File: config.mk
export PLATFORM = sky130hd
export DESIGN_NAME = mem_access_stage
export DESIGN_NICKNAME = d
export VERILOG_FILES = /design/src/rtl/mem_access_stage_pkg.sv /design/src/rtl/mem_load_align.sv /design/src/rtl/mem_access_stage.sv
export SDC_FILE = /design/constraint.sdc
export NUM_CORES = 1
export LEC_CHECK = 0
export CORE_ASPECT_RATIO = 0.7
export CORE_MARGIN = 4
export CORE_UTILIZATION = 39
export CTS_CLUSTER_DIAMETER = 120
export DETAILED_ROUTE_END_ITERATION = 7
export GPL_TIMING_DRIVEN = 0
export MAX_ROUTING_LAYER = met4
export PLACE_DENSITY_LB_ADDON = 0.25
export SLEW_MARGIN = 20
export SYNTH_ARGS = -nofsm -noshare
export SYNTH_HDL_FRONTEND = slang
export SYNTH_HIERARCHICAL = 1
export SYNTH_SLANG_ARGS = --single-unit
File: constraint.sdc
create_clock -name CLK -period 1.7 [get_ports CLK]
set_input_delay 0.17 -clock CLK [delete_from_list [all_inputs] [get_ports CLK]]
set_output_delay 0.17 -clock CLK [all_outputs]
set_load 0.01 [all_outputs]
File: src/rtl/mem_access_stage_pkg.sv
// -----------------------------------------------------------------------------
// mem_access_stage_pkg
// Shared load/store funct3 encodings and small decode helpers used by the
// memory-access stage and its load alignment sub-module.
// No ports (package).
// -----------------------------------------------------------------------------
package mem_access_stage_pkg;

  // Load widths / signedness
  localparam logic [2:0] F3_LB  = 3'b000;
  localparam logic [2:0] F3_LH  = 3'b001;
  localparam logic [2:0] F3_LW  = 3'b010;
  localparam logic [2:0] F3_LBU = 3'b100;
  localparam logic [2:0] F3_LHU = 3'b101;

  // Store widths
  localparam logic [2:0] F3_SB  = 3'b000;
  localparam logic [2:0] F3_SH  = 3'b001;
  localparam logic [2:0] F3_SW  = 3'b010;

  function automatic logic load_f3_legal(input logic [2:0] f3);
    return (f3 == F3_LB) || (f3 == F3_LH) || (f3 == F3_LW) ||
           (f3 == F3_LBU) || (f3 == F3_LHU);
  endfunction

  function automatic logic store_f3_legal(input logic [2:0] f3);
    return (f3 == F3_SB) || (f3 == F3_SH) || (f3 == F3_SW);
  endfunction

  // funct3[1:0] carries the access size for both loads and stores.
  function automatic logic misaligned(input logic [2:0] f3, input logic [1:0] addr_lo);
    logic mis;
    mis = 1'b0;
    case (f3[1:0])
      2'b10:   mis = (addr_lo != 2'b00);
      2'b01:   mis = addr_lo[0];
      default: mis = 1'b0;
    endcase
    return mis;
  endfunction

endpackage

File: src/rtl/mem_load_align.sv
// -----------------------------------------------------------------------------
// mem_load_align
// Purely combinational: picks the byte/half out of a read word using the low
// address bits and sign- or zero-extends it according to funct3.
// Ports:
//   rdata_i   [31:0] read word from data memory
//   addr_lo_i [1:0]  byte offset within the word
//   funct3_i  [2:0]  load width / signedness
//   data_o    [31:0] formatted load value
// -----------------------------------------------------------------------------
module mem_load_align
  import mem_access_stage_pkg::*;
(
  input  logic [31:0] rdata_i,
  input  logic [1:0]  addr_lo_i,
  input  logic [2:0]  funct3_i,
  output logic [31:0] data_o
);

  logic [7:0]  byte_sel;
  logic [15:0] half_sel;

  always_comb begin
    byte_sel = rdata_i[{addr_lo_i, 3'b000} +: 8];
    half_sel = addr_lo_i[1] ? rdata_i[31:16] : rdata_i[15:0];
    data_o   = rdata_i;
    case (funct3_i)
      F3_LB:   data_o = {{24{byte_sel[7]}}, byte_sel};
      F3_LH:   data_o = {{16{half_sel[15]}}, half_sel};
      F3_LBU:  data_o = {24'h000000, byte_sel};
      F3_LHU:  data_o = {16'h0000, half_sel};
      default: data_o = rdata_i;
    endcase
  end

endmodule

File: src/rtl/mem_access_stage.sv
// -----------------------------------------------------------------------------
// mem_access_stage
// Memory-access pipeline stage: takes the execute-stage outputs, performs a
// byte/half/word load or store over a single-outstanding valid/ready port and
// hands a write-back value plus a one-cycle completion pulse downstream.
// Ports:
//   CLK, RST_X                clock, asynchronous active-low reset
//   mem_req                   start pulse (only honoured in IDLE)
//   mem_addr, wr_mem_data     byte address, store data
//   result                    write-back value for non-load instructions
//   rd_mem, wr_mem            load / store flags
//   wr_regfile, funct3        rd write flag, width/signedness
//   dmem_valid/we/addr/wdata/wstrb   request to data memory
//   dmem_ready, dmem_rdata    memory handshake / read data
//   wb_data, wb_en            write-back value and enable
//   mem_done, mem_busy, mem_err      status
// -----------------------------------------------------------------------------
module mem_access_stage
  import mem_access_stage_pkg::*;
#(
  parameter int AWIDTH = 25
) (
  input  logic              CLK,
  input  logic              RST_X,
  input  logic              mem_req,
  input  logic [AWIDTH-1:0] mem_addr,
  input  logic [31:0]       wr_mem_data,
  input  logic [31:0]       result,
  input  logic              rd_mem,
  input  logic              wr_mem,
  input  logic              wr_regfile,
  input  logic [2:0]        funct3,
  output logic              dmem_valid,
  output logic              dmem_we,
  output logic [AWIDTH-1:0] dmem_addr,
  output logic [31:0]       dmem_wdata,
  output logic [3:0]        dmem_wstrb,
  input  logic              dmem_ready,
  input  logic [31:0]       dmem_rdata,
  output logic [31:0]       wb_data,
  output logic              wb_en,
  output logic              mem_done,
  output logic              mem_busy,
  output logic              mem_err
);

  typedef enum logic [1:0] {S_IDLE, S_ACCESS, S_DONE} state_t;

  state_t      state_q;
  logic [1:0]  addr_lo_q;
  logic [2:0]  funct3_q;
  logic        rd_mem_q;
  logic        wr_regfile_q;

  logic        req_err_d;
  logic [31:0] store_wdata_d;
  logic [3:0]  store_wstrb_d;
  logic [31:0] load_data;

  // Request legality, evaluated on the raw execute-stage inputs.
  always_comb begin
    req_err_d = 1'b0;
    if (rd_mem && wr_mem)
      req_err_d = 1'b1;
    else if (rd_mem)
      req_err_d = !load_f3_legal(funct3) || misaligned(funct3, mem_addr[1:0]);
    else if (wr_mem)
      req_err_d = !store_f3_legal(funct3) || misaligned(funct3, mem_addr[1:0]);
  end

  // Replicate the store datum into every lane it may land in; the strobe
  // selects which lane memory actually writes.
  always_comb begin
    store_wdata_d = wr_mem_data;
    store_wstrb_d = 4'b1111;
    case (funct3[1:0])
      2'b00: begin
        store_wdata_d = {4{wr_mem_data[7:0]}};
        store_wstrb_d = 4'b0001 << mem_addr[1:0];
      end
      2'b01: begin
        store_wdata_d = {2{wr_mem_data[15:0]}};
        store_wstrb_d = 4'b0011 << mem_addr[1:0];
      end
      default: begin
        store_wdata_d = wr_mem_data;
        store_wstrb_d = 4'b1111;
      end
    endcase
  end

  mem_load_align u_load_align (
    .rdata_i   (dmem_rdata),
    .addr_lo_i (addr_lo_q),
    .funct3_i  (funct3_q),
    .data_o    (load_data)
  );

  always_ff @(posedge CLK or negedge RST_X) begin
    if (!RST_X) begin
      state_q      <= S_IDLE;
      addr_lo_q    <= 2'b00;
      funct3_q     <= 3'b000;
      rd_mem_q     <= 1'b0;
      wr_regfile_q <= 1'b0;
      dmem_valid   <= 1'b0;
      dmem_we      <= 1'b0;
      dmem_addr    <= '0;
      dmem_wdata   <= 32'h0;
      dmem_wstrb   <= 4'h0;
      wb_data      <= 32'h0;
      wb_en        <= 1'b0;
      mem_done     <= 1'b0;
      mem_busy     <= 1'b0;
      mem_err      <= 1'b0;
    end else begin
      case (state_q)
        S_IDLE: begin
          if (mem_req) begin
            addr_lo_q    <= mem_addr[1:0];
            funct3_q     <= funct3;
            rd_mem_q     <= rd_mem;
            wr_regfile_q <= wr_regfile;
            mem_busy     <= 1'b1;
            if (req_err_d) begin
              // Faulting access: no bus cycle, report straight away.
              state_q  <= S_DONE;
              mem_done <= 1'b1;
              mem_err  <= 1'b1;
              wb_en    <= 1'b0;
              wb_data  <= 32'h0;
            end else if (rd_mem || wr_mem) begin
              state_q    <= S_ACCESS;
              dmem_valid <= 1'b1;
              dmem_we    <= wr_mem;
              dmem_addr  <= {mem_addr[AWIDTH-1:2], 2'b00};
              dmem_wdata <= wr_mem ? store_wdata_d : 32'h0;
              dmem_wstrb <= wr_mem ? store_wstrb_d : 4'h0;
              mem_err    <= 1'b0;
              wb_en      <= 1'b0;
              wb_data    <= 32'h0;
            end else begin
              state_q  <= S_DONE;
              mem_done <= 1'b1;
              mem_err  <= 1'b0;
              wb_data  <= result;
              wb_en    <= wr_regfile;
            end
          end
        end
        S_ACCESS: begin
          if (dmem_ready) begin
            state_q    <= S_DONE;
            dmem_valid <= 1'b0;
            dmem_we    <= 1'b0;
            dmem_wstrb <= 4'h0;
            mem_done   <= 1'b1;
            if (rd_mem_q) begin
              wb_data <= load_data;
              wb_en   <= wr_regfile_q;
            end else begin
              wb_en   <= 1'b0;
            end
          end
        end
        S_DONE: begin
          state_q  <= S_IDLE;
          mem_done <= 1'b0;
          mem_busy <= 1'b0;
        end
        default: state_q <= S_IDLE;
      endcase
    end
  end

endmodule

==> results.ini <==
[synthesis]
synthFlopType=dfrtp_1
synthesis.area_mm2=0.00552
yosysWarnings=6
async_reset_ff_share_pct=100
synthDistinctLibCells=44
synth-seq-cells=106
synth.avg_cell_area_um2=10.1
ys_seq_area_share_pct=48.1
synth-edff-count=0
netlist_instances=544

[sta]
layout_setup_ws_ns=-0.208
rsz0062_at_grt=true
fin_crit_sh_pct=112
slew_headroom_pct=66.3
fin_skew_ns=0.00971
setup_violations=85
tightest_slew_ns=0.505
setup_tns_ns=-12.39
max_freq_ghz=0.524
finalHoldViolCount=0
report.final.slew_viol_count=0
period_minus_slack_ns=1.91

[final_layout]
stdcell_area_mm2=0.00941
area_growth_syn_to_layout_pct=70.6
final_util_pct=67.8
finalNonFillerCells=1018
nFillCells=1115
final_net_count=956
drive_gt1_share_pct=25.5

[global_routing]
grt_max_degree=71
grtUsageTotal_pct=25.2
grt_pass1_wl_um=30600
grt.overflow.total=0
grt_pass1_vias=5453
antenna_found_initial=1

[place]
placed_cell_area_mm2=0.00813
place_congestion=0.912
dp.cells=963
portBuffers=227
dp_hpwl_um=15000

[critical_path]
required_ns=1.93
cp-start-kind=flop
path_class=flop to flop
crit_fanout=6
arrival_ns=2.14
end_kind=flop

[power_and_ir_drop]
swShare_pct=33.4
vdd_drop_max_v=0.000766
combPwrFrac_pct=48.3
pwr-share-clk_pct=18.4
p_sw_mw=3.98
powerDensity_mw_per_mm2=1270
seqPwrFrac_pct=33.3
p_leak_nw=4.01
internal_power_mw=7.95

[floorplanning]
dieHeight_um=108
core_mm2=0.0139
start_util_pct=39.8
rows=36
dieArea_mm2=0.0161
io_pins=230
dieWidth_um=150

[clocking]
cts_root_buf=clkbuf_16
tritoncts_num_sinks=106
clockBufferDepth=2
clk_pin_slew_ns=0.08
cts_htree_levels=3
tritoncts=built
insertion_delay_ns=0.35
cts_inserted_buffers=9

[route]
postRouteAntennaNets=0
wl_per_cell_um=19.9
vias_per_cell=5.34
via_count=5437
first_pass_iters=5
drtIter0Drc=497
wl_um=20200
drc=0

[status]
status=finished, violations left
violations=setup timing

[flow_run]
maxCapViolCount=0

[min_path]
hp-class=input pin to flop

[critical path, cell delays in order (launching register included)]
cell and delay [ns]:
dfrtp_2 0.47, nor3b_4 0.25, nand2_2 0.10, buf_6 0.13, nor3_4 0.10, buf_6 0.15, buf_8 0.14, clkbuf_16 0.15
mux2_4 0.29
[final cells by class]
cell class / instances / area (um^2) / share of cell area (%)
timing repair buffer: 266 / 2720 / 28.9
inverter: 6 / 45.0 / 0.479
antenna: 1 / 2.50 / 0.0266
clock buffer: 9 / 225 / 2.39
buffer: 42 / 353 / 3.75
clock inverter: 7 / 83.8 / 0.891
tap: 190 / 238 / 2.53
sequential: 106 / 2660 / 28.2
multi-input combinational: 391 / 3090 / 32.9
[cell usage after synthesis (2+ instances only)]
cell type  instances  area [um^2]
buf_2             10         50.1
buf_6              5         56.3
o31ai_1            2         15.0
nand2_1           47          176
mux2i_1           14          140
a21boi_0           8         60.1
nand2b_1           2         12.5
mux2_4             8          120
clkbuf_1          25         93.8
nor3_2             2         20.0
o211ai_1           7         52.6
a21o_1             3         22.5
a22oi_1           33          248
o22a_1             8         70.1
nor2_1            70          263
a21oi_1           46          230
mux2_2            48          541
buf_4              2         15.0
a22o_1            19          166
nand3b_1           9         67.6
inv_1              6         22.5
ha_1               3         37.5
nor2b_1            9         56.3
dfrtp_1          106         2650
o21ai_0           16         80.1
and2_1             2         12.5
nand3_1           17         85.1
[power by group through the flow]
stage                     clock network [mW]  registers, mW  logic, mW
after floorplan                            0           4.32       1.84
after detailed placement                   0           3.98       4.95
after CTS                               2.25           3.96       5.43
after global routing                    2.33           4.09       6.11
after global placement                     0           3.93       4.87
final                                   2.19           3.97       5.76
[registers in the layout, indices dropped and copies added (netlist names)]
register      flops
wb_data          32
dmem_wdata       32
mem_busy          1
dmem_addr        23
rd_mem_q          1
state_q           2
mem_done          1
wb_en             1
dmem_valid        1
wr_regfile_q      1
addr_lo_q         2
funct3_q          3
dmem_wstrb        4
mem_err           1
dmem_we           1
[through the flow]
step	worst slack [ns]	power (mW)	hold WS, ns
3_5_place_dp	-0.938	8.93	0.0975
4_1_cts	-0.188	11.6	0.176
5_1_grt	-0.268	12.5	0.176
2_1_floorplan	-0.0212	6.16	-0.126
3_3_place_gp	-3.49	8.80	0.462
6_report	-0.208	11.9	0.186
[logic make-up after synthesis]
logic type | Yosys count | share of synthesized area (%)
compound gates | 149 | 18.4
fa+ha+maj | 3 | 0.680
buf+inv | 49 | 4.38
flops | 106 | 48.1
mux | 71 | 14.9
other cells | 1 | 0.0680
simple gates | 165 | 13.5
[worst paths after layout]
kind	from	endpoint	slack, ns	cells after the start
min reg2reg	wb_en$_DFFE_PN0P_	wb_en$_DFFE_PN0P_	0.49	2
max in group asynchronous	RST_X	state_q[0]$_DFFE_PN0P_	0.75	3
max	state_q[0]$_DFFE_PN0P_	dmem_wdata[9]$_DFFE_PN0P_	-0.21	8
max reg2reg	state_q[0]$_DFFE_PN0P_	dmem_wdata[9]$_DFFE_PN0P_	-0.21	8
min in group asynchronous	RST_X	wb_data[16]$_DFFE_PN0P_	0.29	2
min	funct3[0]	funct3_q[0]$_DFFE_PN0P_	0.19	2
[timing repair]
item	4_1_cts	5_1_grt
hold endpoints to repair	36	0
endpoints found under the setup margin	96	94
hold buffers	1	0
resized for setup	120	64
pin swaps	14	23
cloned	4	2
buffers inserted	21	13
[cells in the final DEF, fill, tap and decap left out, drive strengths merged, types with 8 or more instances in the layout]
| master | synthesis | routed |
|---|---|---|
| a21boi | 8 | 8 |
| a21oi | 46 | 46 |
| a22o | 19 | 19 |
| a22oi | 33 | 33 |
| buf | 18 | 59 |
| clkbuf | 25 | 33 |
| clkdlybuf4s50 | 0 | 222 |
| dfrtp | 106 | 106 |
| inv | 6 | 10 |
| mux2 | 56 | 56 |
| mux2i | 14 | 14 |
| nand2 | 47 | 47 |
| nand3 | 18 | 18 |
| nand3b | 9 | 9 |
| nor2 | 70 | 70 |
| nor2b | 9 | 9 |
| o211ai | 8 | 8 |
| o21ai | 17 | 17 |
| o22a | 8 | 8 |
[layer usage]
layer / GRT usage, % / part of all wire [%]
met1: 37.1 / 47
met2: 36.5 / 45
met3: 5.05 / 7.2
met4: 4.90 / 1.2
met5: - / 0
No activity file was read; power rests on OpenSTA's default activity.
